--- src/rtl/muldiv_pkg.sv ---
// Shared definitions for the RV32M multiply/divide unit: ALU control codes,
// FSM state type and the restoring-divide iteration count.
package muldiv_pkg;

  localparam logic [4:0] ALU_MUL    = 5'b10010;
  localparam logic [4:0] ALU_MULH   = 5'b10011;
  localparam logic [4:0] ALU_MULHSU = 5'b10100;
  localparam logic [4:0] ALU_MULHU  = 5'b10101;
  localparam logic [4:0] ALU_DIV    = 5'b10110;
  localparam logic [4:0] ALU_DIVU   = 5'b10111;
  localparam logic [4:0] ALU_REM    = 5'b11000;
  localparam logic [4:0] ALU_REMU   = 5'b11001;

  localparam int DIV_ITERS = 32;

  typedef enum logic [1:0] {
    ST_IDLE,
    ST_MUL,
    ST_DIV,
    ST_DONE
  } muldiv_state_t;

  function automatic logic is_mul_op(input logic [4:0] code);
    return code inside {ALU_MUL, ALU_MULH, ALU_MULHSU, ALU_MULHU};
  endfunction

  function automatic logic is_div_op(input logic [4:0] code);
    return code inside {ALU_DIV, ALU_DIVU, ALU_REM, ALU_REMU};
  endfunction

  function automatic logic is_signed_div(input logic [4:0] code);
    return code inside {ALU_DIV, ALU_REM};
  endfunction

  function automatic logic is_quot_op(input logic [4:0] code);
    return code inside {ALU_DIV, ALU_DIVU};
  endfunction

endpackage

--- src/rtl/muldiv_unit_div_step.sv ---
// One restoring-division iteration: shift the next dividend bit into the
// partial remainder and subtract the divisor if it fits.
module div_step #(
  parameter int W = 32
) (
  input  logic [W:0]   rem_in,
  input  logic         shift_in,
  input  logic [W-1:0] divisor,
  output logic [W:0]   rem_out,
  output logic         q_bit
);

  logic [W+1:0] shifted;
  logic [W+1:0] diff;

  // The remainder is always below the divisor, so the shifted value fits in
  // W+1 bits and the top bit of the difference is a clean borrow flag.
  always_comb begin
    shifted = {rem_in, shift_in};
    diff    = shifted - {2'b00, divisor};
    q_bit   = ~diff[W+1];
    rem_out = q_bit ? diff[W:0] : shifted[W:0];
  end

endmodule

--- src/rtl/muldiv_unit.sv ---
// Iterative RV32M multiply/divide unit with start/busy/done handshake.
// Multiply takes one registered cycle; divide is restoring, one bit per cycle.
module muldiv_unit
  import muldiv_pkg::*;
#(
  parameter int DATA_WIDTH = 32
) (
  input  logic                  clk,
  input  logic                  reset,
  input  logic                  start,
  input  logic [4:0]            alu_ctrl,
  input  logic [DATA_WIDTH-1:0] src1_value,
  input  logic [DATA_WIDTH-1:0] src2_value,
  input  logic                  kill,
  output logic                  busy,
  output logic                  done,
  output logic [DATA_WIDTH-1:0] result
);

  localparam int W     = DATA_WIDTH;
  localparam int CNT_W = $clog2(DIV_ITERS);

  muldiv_state_t  state_q, state_d;
  logic           busy_q, busy_d;
  logic           done_q, done_d;
  logic [W-1:0]   result_q, result_d;
  logic [4:0]     op_q, op_d;
  logic [2*W+1:0] prod_q, prod_d;
  logic [W:0]     rem_q, rem_d;
  logic [W-1:0]   quo_q, quo_d;
  logic [W-1:0]   dvsr_q, dvsr_d;
  logic [CNT_W-1:0] cnt_q, cnt_d;
  logic           neg_quo_q, neg_quo_d;
  logic           neg_rem_q, neg_rem_d;

  logic           op_is_mul, op_is_div, op_sdiv, accept;
  logic           a_signed, b_signed;
  logic [W:0]     a_ext, b_ext;
  logic [2*W+1:0] prod_full;
  logic [W-1:0]   mag1, mag2;
  logic [W:0]     step_rem;
  logic           step_q;
  logic [W-1:0]   q_final, r_final, div_final;
  logic           unused_prod_hi;

  assign op_is_mul = is_mul_op(alu_ctrl);
  assign op_is_div = is_div_op(alu_ctrl);
  assign op_sdiv   = is_signed_div(alu_ctrl);
  assign accept    = start && (state_q == ST_IDLE || state_q == ST_DONE)
                     && (op_is_mul || op_is_div);

  // Sign/zero extension to W+1 bits lets one signed multiplier serve all four ops.
  assign a_signed  = alu_ctrl inside {ALU_MUL, ALU_MULH, ALU_MULHSU};
  assign b_signed  = alu_ctrl inside {ALU_MUL, ALU_MULH};
  assign a_ext     = {a_signed & src1_value[W-1], src1_value};
  assign b_ext     = {b_signed & src2_value[W-1], src2_value};
  assign prod_full = $signed({{(W+1){a_ext[W]}}, a_ext})
                   * $signed({{(W+1){b_ext[W]}}, b_ext});

  assign mag1 = (op_sdiv && src1_value[W-1]) ? -src1_value : src1_value;
  assign mag2 = (op_sdiv && src2_value[W-1]) ? -src2_value : src2_value;

  div_step #(.W(W)) u_div_step (
    .rem_in   (rem_q),
    .shift_in (quo_q[W-1]),
    .divisor  (dvsr_q),
    .rem_out  (step_rem),
    .q_bit    (step_q)
  );

  assign q_final   = {quo_q[W-2:0], step_q};
  assign r_final   = step_rem[W-1:0];
  assign div_final = is_quot_op(op_q) ? (neg_quo_q ? -q_final : q_final)
                                      : (neg_rem_q ? -r_final : r_final);

  assign unused_prod_hi = ^prod_q[2*W+1:2*W];

  // NOTE: every always_comb output is defaulted first so no path infers a latch.
  always_comb begin
    state_d   = state_q;
    result_d  = result_q;
    op_d      = op_q;
    prod_d    = prod_q;
    rem_d     = rem_q;
    quo_d     = quo_q;
    dvsr_d    = dvsr_q;
    cnt_d     = cnt_q;
    neg_quo_d = neg_quo_q;
    neg_rem_d = neg_rem_q;

    if (kill) begin
      state_d = ST_IDLE;
    end else begin
      case (state_q)
        ST_IDLE, ST_DONE: begin
          state_d = ST_IDLE;
          if (accept) begin
            op_d = alu_ctrl;
            if (op_is_mul) begin
              prod_d  = prod_full;
              state_d = ST_MUL;
            end else if (src2_value == '0) begin
              result_d = is_quot_op(alu_ctrl) ? '1 : src1_value;
              state_d  = ST_DONE;
            end else begin
              rem_d     = '0;
              quo_d     = mag1;
              dvsr_d    = mag2;
              cnt_d     = CNT_W'(DIV_ITERS - 1);
              neg_quo_d = op_sdiv & (src1_value[W-1] ^ src2_value[W-1]);
              neg_rem_d = op_sdiv & src1_value[W-1];
              state_d   = ST_DIV;
            end
          end
        end
        ST_MUL: begin
          result_d = (op_q == ALU_MUL) ? prod_q[W-1:0] : prod_q[2*W-1:W];
          state_d  = ST_DONE;
        end
        ST_DIV: begin
          rem_d = step_rem;
          quo_d = q_final;
          if (cnt_q == '0) begin
            result_d = div_final;
            state_d  = ST_DONE;
          end else begin
            cnt_d = cnt_q - CNT_W'(1);
          end
        end
      endcase
    end

    busy_d = (state_d == ST_MUL) || (state_d == ST_DIV);
    done_d = (state_d == ST_DONE);
  end

  // NOTE: sequential state uses non-blocking assignments so all flops update together.
  always_ff @(posedge clk or posedge reset) begin
    if (reset) begin
      state_q   <= ST_IDLE;
      busy_q    <= 1'b0;
      done_q    <= 1'b0;
      result_q  <= '0;
      op_q      <= '0;
      prod_q    <= '0;
      rem_q     <= '0;
      quo_q     <= '0;
      dvsr_q    <= '0;
      cnt_q     <= '0;
      neg_quo_q <= 1'b0;
      neg_rem_q <= 1'b0;
    end else begin
      state_q   <= state_d;
      busy_q    <= busy_d;
      done_q    <= done_d;
      result_q  <= result_d;
      op_q      <= op_d;
      prod_q    <= prod_d;
      rem_q     <= rem_d;
      quo_q     <= quo_d;
      dvsr_q    <= dvsr_d;
      cnt_q     <= cnt_d;
      neg_quo_q <= neg_quo_d;
      neg_rem_q <= neg_rem_d;
    end
  end

  assign busy   = busy_q;
  assign done   = done_q;
  assign result = result_q;

endmodule
--- config.mk ---
export PLATFORM = sky130hd
export DESIGN_NAME = muldiv_unit
export DESIGN_NICKNAME = d
export VERILOG_FILES = /design/src/rtl/muldiv_pkg.sv /design/src/rtl/muldiv_unit_div_step.sv /design/src/rtl/muldiv_unit.sv
export SDC_FILE = /design/constraint.sdc
export NUM_CORES = 2
export LEC_CHECK = 0
export CAP_MARGIN = 30
export CORE_MARGIN = 10
export CORE_UTILIZATION = 40
export CTS_CLUSTER_DIAMETER = 60
export CTS_CLUSTER_SIZE = 30
export DETAILED_ROUTE_END_ITERATION = 10
export HOLD_SLACK_MARGIN = 0.02
export SETUP_SLACK_MARGIN = 0.15
export SLEW_MARGIN = 20
export SYNTH_ARGS = -nofsm -noshare
export SYNTH_HDL_FRONTEND = slang
export SYNTH_HIERARCHICAL = 1
export SYNTH_SLANG_ARGS = --single-unit
--- constraint.sdc ---
create_clock -name clk -period 12.45 [get_ports clk]
set_input_delay 2.49 -clock clk [delete_from_list [all_inputs] [get_ports clk]]
set_output_delay 2.49 -clock clk [all_outputs]
set_load 0.01 [all_outputs]
; ---- Word level (Yosys, flattened, before mapping)
; Index checks and enable logic that the tools add are counted.
[totals]
output_inout_bits = 34
elab_cells = 108
inputBits = 73
regBits = 209
[classes]
mux = 32
add_sub_neg = 6
n_eq_ne = 23
bitwise_logic = 9
reduce_logical = 25
mul = 1
[ops]
columns = operator, count
row1 = $mux W32, 14
row2 = $mux W33, 4
row3 = $neg A32 Y32, 4
row4 = $pmux W32 S3, 1
row5 = $pmux W33 S2, 1
row6 = $mul A33 B33 Y64, 1
row7 = $pmux W32 S2, 1
row8 = $eq A5 B5 Y1 const B, 11
row9 = $sub A34 B32 Y34, 1
row10 = $logic_not A32 Y1, 1
row11 = $mux W5, 4
row12 = $reduce_and A5 Y1, 3
row13 = $ne A2 B2 Y1 const B, 6
row14 = $pmux W5 S2, 1
row15 = $reduce_bool A2 Y1, 5
row16 = $eq A2 B2 Y1 const B, 4
row17 = $mux W2, 4
row18 = $reduce_bool A4 Y1, 2
row19 = $pmux W2 S3, 1
row20 = $reduce_and A6 Y1, 1
row21 = $logic_not A5 Y1, 1
row22 = $sub A5 B1 Y5 const B, 1
row23 = $and A1 B1 Y1, 4
row24 = $eq A2 B1 Y1 const B, 2
row25 = 10 further kinds, 18

; ---- Logic depth before layout (Yosys ltp)
[logic_depth]
word_depth = 9
depth_mapped = 32
ltp_nobuf = 30

; ---- By module
; The synthesis kept the hierarchy.
[by_module_without_submodules]
columns = module, cells_each, instances, seq_area_each_um2, area_each_um2
row1 = muldiv_unit, 5639, 1, 5230.0, 49717.7
row2 = div_step, 355, 1, 0.0, 2253.4

; ---- Least setup slack after synthesis
; Ideal clock, no wire load.
[synth_path]
kind = input to register
from = in alu_ctrl[2]
to = reg prod_q[60]
required_time_ns = 12.324
setup_slack_ns = 2.003
setup_time_ns = 0.126
cell_stages = 30
arrival_ns = 10.321
path_buffers = 2
cell_sequence = nor2b_1 nor2b_1 o211a_1 clkbuf_1 nand2_1 inv_1 fa_1 inv_1 fa_1 inv_1 fa_1 inv_1 fa_1 inv_1 fa_1 fa_1 fa_1 fa_1 ha_1 clkbuf_1 a21o_1 a21oi_1 o21bai_1 a21o_1 a21oi_1 nor2_1 o21ai_0 nand2b_1 a31o_2 a221o_1
[synth_between]
elab_chain_len = 5
word_cells_on_any_way = 18
classes_between = mul (1) / eq/ne (8) / bitwise (2) / reduce/logical (7)
[synth_lines]
columns = item, line_no
row1 = start: declaration, muldiv_unit.sv:11  ; input logic [4:0] alu_ctrl,
row2 = "parallel branches: the longest is 5 deep, another holds $mul A33 B33 Y64", -
row3 = end signal: assignment, muldiv_unit.sv:158  ; prod_q <= prod_d;
row4 = end: declaration, muldiv_unit.sv:28  ; logic [2*W+1:0] prod_q, prod_d;
; Several ways; the timed one is not identified.
; A chain may end at the register's enable or synchronous reset.

; ---- Final worst setup path
; Ends and elaborated chain as after synthesis.

==> flow_summary.html <==
<table>
<tr><th>Metric</th><th>Value</th></tr>
<tr><th colspan="2">Final layout</th></tr>
<tr><td>Register Area</td><td>0.005230 mm²</td></tr>
<tr><td>Post-layout nets</td><td>approximately 7300</td></tr>
<tr><td>Final-layout fill cell count</td><td>13011</td></tr>
<tr><td>Highest-count cells in the layout ignoring fill and taps</td><td>sky130_fd_sc_hd__inv_1 (1221), sky130_fd_sc_hd__fa_1 (1126), sky130_fd_sc_hd__nand2_1 (1121)</td></tr>
<tr><td>Growth of design area from synthesis to finish</td><td>6.411%</td></tr>
<tr><td>Proportion of layout cells with a drive suffix above 1</td><td>between 4 and 5%</td></tr>
<tr><td>Area of combinational cells with multiple inputs</td><td>0.04073 mm²</td></tr>
<tr><td>Final std cell area, no fill</td><td>0.05530 mm²</td></tr>
<tr><td>Most common library cell in the layout ignoring fill and taps</td><td>sky130_fd_sc_hd__inv_1</td></tr>
<tr><th colspan="2">Global routing</th></tr>
<tr><td>Via count of the first global-routing pass</td><td>about 42000</td></tr>
<tr><td>Global-route wire length before repair</td><td>249600 µm</td></tr>
<tr><td>Maximum number of pins on one net before global-route repair</td><td>roughly 110</td></tr>
<tr><td>Overall routing resource usage</td><td>a little over a fifth</td></tr>
<tr><td>Antenna violations before repair</td><td>20</td></tr>
<tr><td>Global route total overflow</td><td>0</td></tr>
<tr><th colspan="2">STA</th></tr>
<tr><td>Final cycle utilization of the critical path</td><td>89.09%</td></tr>
<tr><td>Highest Clock Rate</td><td>approximately 0.090 GHz</td></tr>
<tr><td>Setup clock skew after layout</td><td>between 0.02 and 0.03 ns</td></tr>
<tr><td>Setup ws final</td><td>about 1.4 ns</td></tr>
<tr><td>Min Hold Slack</td><td>0.4770 ns</td></tr>
<tr><td>Transition time at the pin with the least slew margin</td><td>0.9834 ns</td></tr>
<tr><td>Final total negative setup slack</td><td>0 ns</td></tr>
<tr><td>Final count of hold timing violations</td><td>0</td></tr>
<tr><td>Setup repair after global routing missed its margin</td><td>false</td></tr>
<tr><td>Final Setup Violations</td><td>0</td></tr>
<tr><td>Worst slew margin relative to its limit</td><td>34.44%</td></tr>
<tr><td>Slew Limit Fails</td><td>0</td></tr>
<tr><td>Time the worst path needs with I/O delays and setup</td><td>between 10 and 15 ns</td></tr>
<tr><th colspan="2">Route</th></tr>
<tr><td>Count of vias placed by the detailed router</td><td>~40000</td></tr>
<tr><td>Antenna-violating nets left</td><td>0</td></tr>
<tr><td>Mean number of vias per cell</td><td>about 5.2</td></tr>
<tr><td>Iter 0 DRT Violations</td><td>between 2000 and 3000</td></tr>
<tr><td>Detailed Routing Iterations Pass 1</td><td>6</td></tr>
<tr><td>DR DRC count</td><td>0</td></tr>
<tr><td>DRT Wirelength</td><td>~160000 µm</td></tr>
<tr><td>Detailed-route wire length per cell</td><td>20.74 µm</td></tr>
<tr><th colspan="2">Die</th></tr>
<tr><td>Placeable core region</td><td>roughly 0.13 mm²</td></tr>
<tr><td>Boundary pin count</td><td>107</td></tr>
<tr><td>Area of the die</td><td>between 0.1 and 0.15 mm²</td></tr>
<tr><td>Die Height</td><td>about 380 µm</td></tr>
<tr><td>Die boundary width</td><td>380.5 µm</td></tr>
<tr><td>Initial core utilization</td><td>40.19%</td></tr>
<tr><td>Count of standard-cell rows</td><td>~130</td></tr>
<tr><th colspan="2">Setup path</th></tr>
<tr><td>Classification of the worst setup path</td><td>primary input to flop</td></tr>
<tr><td>Slowest Stage Delay on Critical Path</td><td>between 0.6 and 0.7 ns</td></tr>
<tr><td>Top cell by count, worst path</td><td>sky130_fd_sc_hd__fa_1</td></tr>
<tr><td>Required arrival time at the worst endpoint</td><td>about 13 ns</td></tr>
<tr><td>Worst-path maximum fanout</td><td>13</td></tr>
<tr><td>Crit-path slowest cell</td><td>sky130_fd_sc_hd__o211a_1</td></tr>
<tr><td>Startpoint kind of the worst setup timing path</td><td>primary input</td></tr>
<tr><td>Critical Path Sink Type</td><td>flop</td></tr>
<tr><td>Number of cell instances on the worst register-to-register path</td><td>21</td></tr>
<tr><td>CP Data Arrival Time</td><td>approximately 12 ns</td></tr>
<tr><th colspan="2">Synth</th></tr>
<tr><td>Average instance area after synthesis</td><td>between 8 and 9 µm²</td></tr>
<tr><td>Cell count after synthesis</td><td>~6000</td></tr>
<tr><td>Post-synth EDFFs</td><td>0</td></tr>
<tr><td>Register bit total from synthesis</td><td>between 200 and 250</td></tr>
<tr><td>Post-synthesis async set-or-reset flop share</td><td>100.0%</td></tr>
<tr><td>Share of the yosys chip area belonging to registers</td><td>between 10% and 20%</td></tr>
<tr><td>Most used flip-flop cell after synthesis</td><td>sky130_fd_sc_hd__dfrtp_1</td></tr>
<tr><td>Yosys cell types</td><td>79</td></tr>
<tr><td>Post-synthesis instance area</td><td>0.05197 mm²</td></tr>
<tr><td>Net count after synthesis</td><td>~7400</td></tr>
<tr><td>Warnings, synthesis</td><td>6</td></tr>
<tr><th colspan="2">Job</th></tr>
<tr><td>Maximum Capacitance Violations</td><td>0</td></tr>
<tr><th colspan="2">Clock tree</th></tr>
<tr><td>Clock sinks</td><td>approximately 210</td></tr>
<tr><td>Post-CTS setup-driven buffer insertion count</td><td>0</td></tr>
<tr><td>Number of buffers on the longest clock path</td><td>3</td></tr>
<tr><td>Quantity of hold-fixing buffers added after cts</td><td>0</td></tr>
<tr><td>Quantity of gates resized following cts</td><td>0</td></tr>
<tr><td>H-tree lvl count</td><td>1</td></tr>
<tr><td>CTS clock-pin slew for the worst setup and hold paths</td><td>around 0.060 ns</td></tr>
<tr><td>TritonCTS clock tree</td><td>yes</td></tr>
<tr><td>Clock Tree Root</td><td>sky130_fd_sc_hd__clkbuf_16</td></tr>
<tr><td>Worst-skew pair later-pin latency</td><td>between 0.5 and 0.6 ns</td></tr>
<tr><td>Number of buffers inserted during clock tree synthesis</td><td>23</td></tr>
<tr><th colspan="2">Placed design</th></tr>
<tr><td>Post-placement worst setup slack</td><td>about 0.83 ns</td></tr>
<tr><td>Final HPWL from detailed placement</td><td>about 130000 µm</td></tr>
<tr><td>Placer congestion estimate</td><td>0.9385</td></tr>
<tr><td>Number of buffer cells added on primary ports</td><td>106</td></tr>
<tr><td>Post-placement cell area</td><td>between 0.05 and 0.06 mm²</td></tr>
<tr><th colspan="2">Min path</th></tr>
<tr><td>Hold WC Path Type</td><td>flop to flop</td></tr>
<tr><td>Hold depth</td><td>2</td></tr>
<tr><th colspan="2">Status</th></tr>
<tr><td>Result of the run</td><td>complete, no violations</td></tr>
</table>
kinds of logic after synthesis:
group	Yosys count	synth area share, %
AOI/OAI and AO/OA	756	8.833
buffers and inverters	1596	11.65
muxes	49	1.040
adders and majority gates	1379	49.46
and+or+nand+nor	1787	15.26
DFF	209	10.06
xor gates and xnor gates	218	3.688
synthesized netlist by cell type, types with 17 or more instances:
library cell               count  area share, %
sky130_fd_sc_hd__o21ai_1      31           0.30
sky130_fd_sc_hd__xnor2_1     101            1.7
sky130_fd_sc_hd__o21bai_1     19           0.27
sky130_fd_sc_hd__inv_1      1222            8.8
sky130_fd_sc_hd__mux2_2       39           0.85
sky130_fd_sc_hd__nor2_1      190            1.4
sky130_fd_sc_hd__buf_2        23           0.22
sky130_fd_sc_hd__a21o_1       32           0.46
sky130_fd_sc_hd__xor2_1      116            2.0
sky130_fd_sc_hd__o21a_1       17           0.25
sky130_fd_sc_hd__clkbuf_1    278            2.0
sky130_fd_sc_hd__nand2b_1     19           0.23
sky130_fd_sc_hd__nor3_1       28           0.27
sky130_fd_sc_hd__buf_1        65           0.47
sky130_fd_sc_hd__ha_1        253            6.1
sky130_fd_sc_hd__a21oi_1     199            1.9
sky130_fd_sc_hd__o21ai_0     294            2.8
sky130_fd_sc_hd__dfrtp_1     209             10
sky130_fd_sc_hd__nand3_1      22           0.21
sky130_fd_sc_hd__and2_1      294            3.5
sky130_fd_sc_hd__fa_1       1126             43
sky130_fd_sc_hd__o31ai_1      37           0.53
sky130_fd_sc_hd__or3_1        18           0.22
sky130_fd_sc_hd__nand4_1      20           0.24
sky130_fd_sc_hd__a221o_1      33           0.64
sky130_fd_sc_hd__nand2_1    1121            8.1
registers in the layout, summed over array words and instances, names as in the netlist:
signal / cells
prod_q: 64
rem_q: 33
dvsr_q: 32
quo_q: 32
result: 32
cnt_q: 5
op_q: 5
state_q: 2
busy: 1
done: 1
neg_quo_q: 1
neg_rem_q: 1
per-stage QoR:
stage                     utilization, %  std cells
after floorplan                        -       5994
after global placement             41.97       7568
final                              42.76       7621
after detailed placement           42.02       7571
after CTS                          42.68       7613
after global routing               42.76       7617
critical path: cells and delay by family:
kind / cells / cell delay (ns)
adder cells (fa/ha/maj): 9 / 4.14
AO/OA/AOI/OAI: 9 / 2.28
buffers and inverters: 7 / 1.89
AND/OR/NAND/NOR: 5 / 0.72
routing by layer:
| layer | global-route usage, % | part of all wire, % | wire (µm) |
|---|---|---|---|
| met1 | 30.23 | 44 | 69580 |
| met2 | 35.60 | 46 | 73210 |
| met3 | 2.860 | 6.1 | 9713 |
| met4 | 6.471 | 3.4 | 5445 |
| met5 | 0 | 0.065 | 103 |
area by class of cell:
type | instances | share of cell area [%]
diodes | 4 | 0.01810
multi-input cells | 4189 | 73.64
repair buffers | 212 | 3.066
well taps | 1742 | 3.941
clock buffers | 25 | 1.054
clock inverters | 17 | 0.5091
inverters | 1223 | 8.314
flip-flops and latches | 209 | 9.457
path summary, 6_finish.rpt:
| path | slack (ns) | to | startpoint |
|---|---|---|---|
| setup / recovery | 1.36 | prod_q[60] | alu_ctrl[2] |
| max in group asynchronous | 8.79 | dvsr_q[2] | reset |
| hold reg to reg | 0.48 | prod_q[57] | prod_q[57] |
| hold / removal | 0.48 | prod_q[57] | prod_q[57] |
| min in group asynchronous | 2.43 | rem_q[30] | reset |
| setup reg to reg | 6.51 | result[31] | dvsr_q[1] |
Power is not shown: default switching activity piles up to over one toggle a cycle in this logic, so the estimate is an artifact.
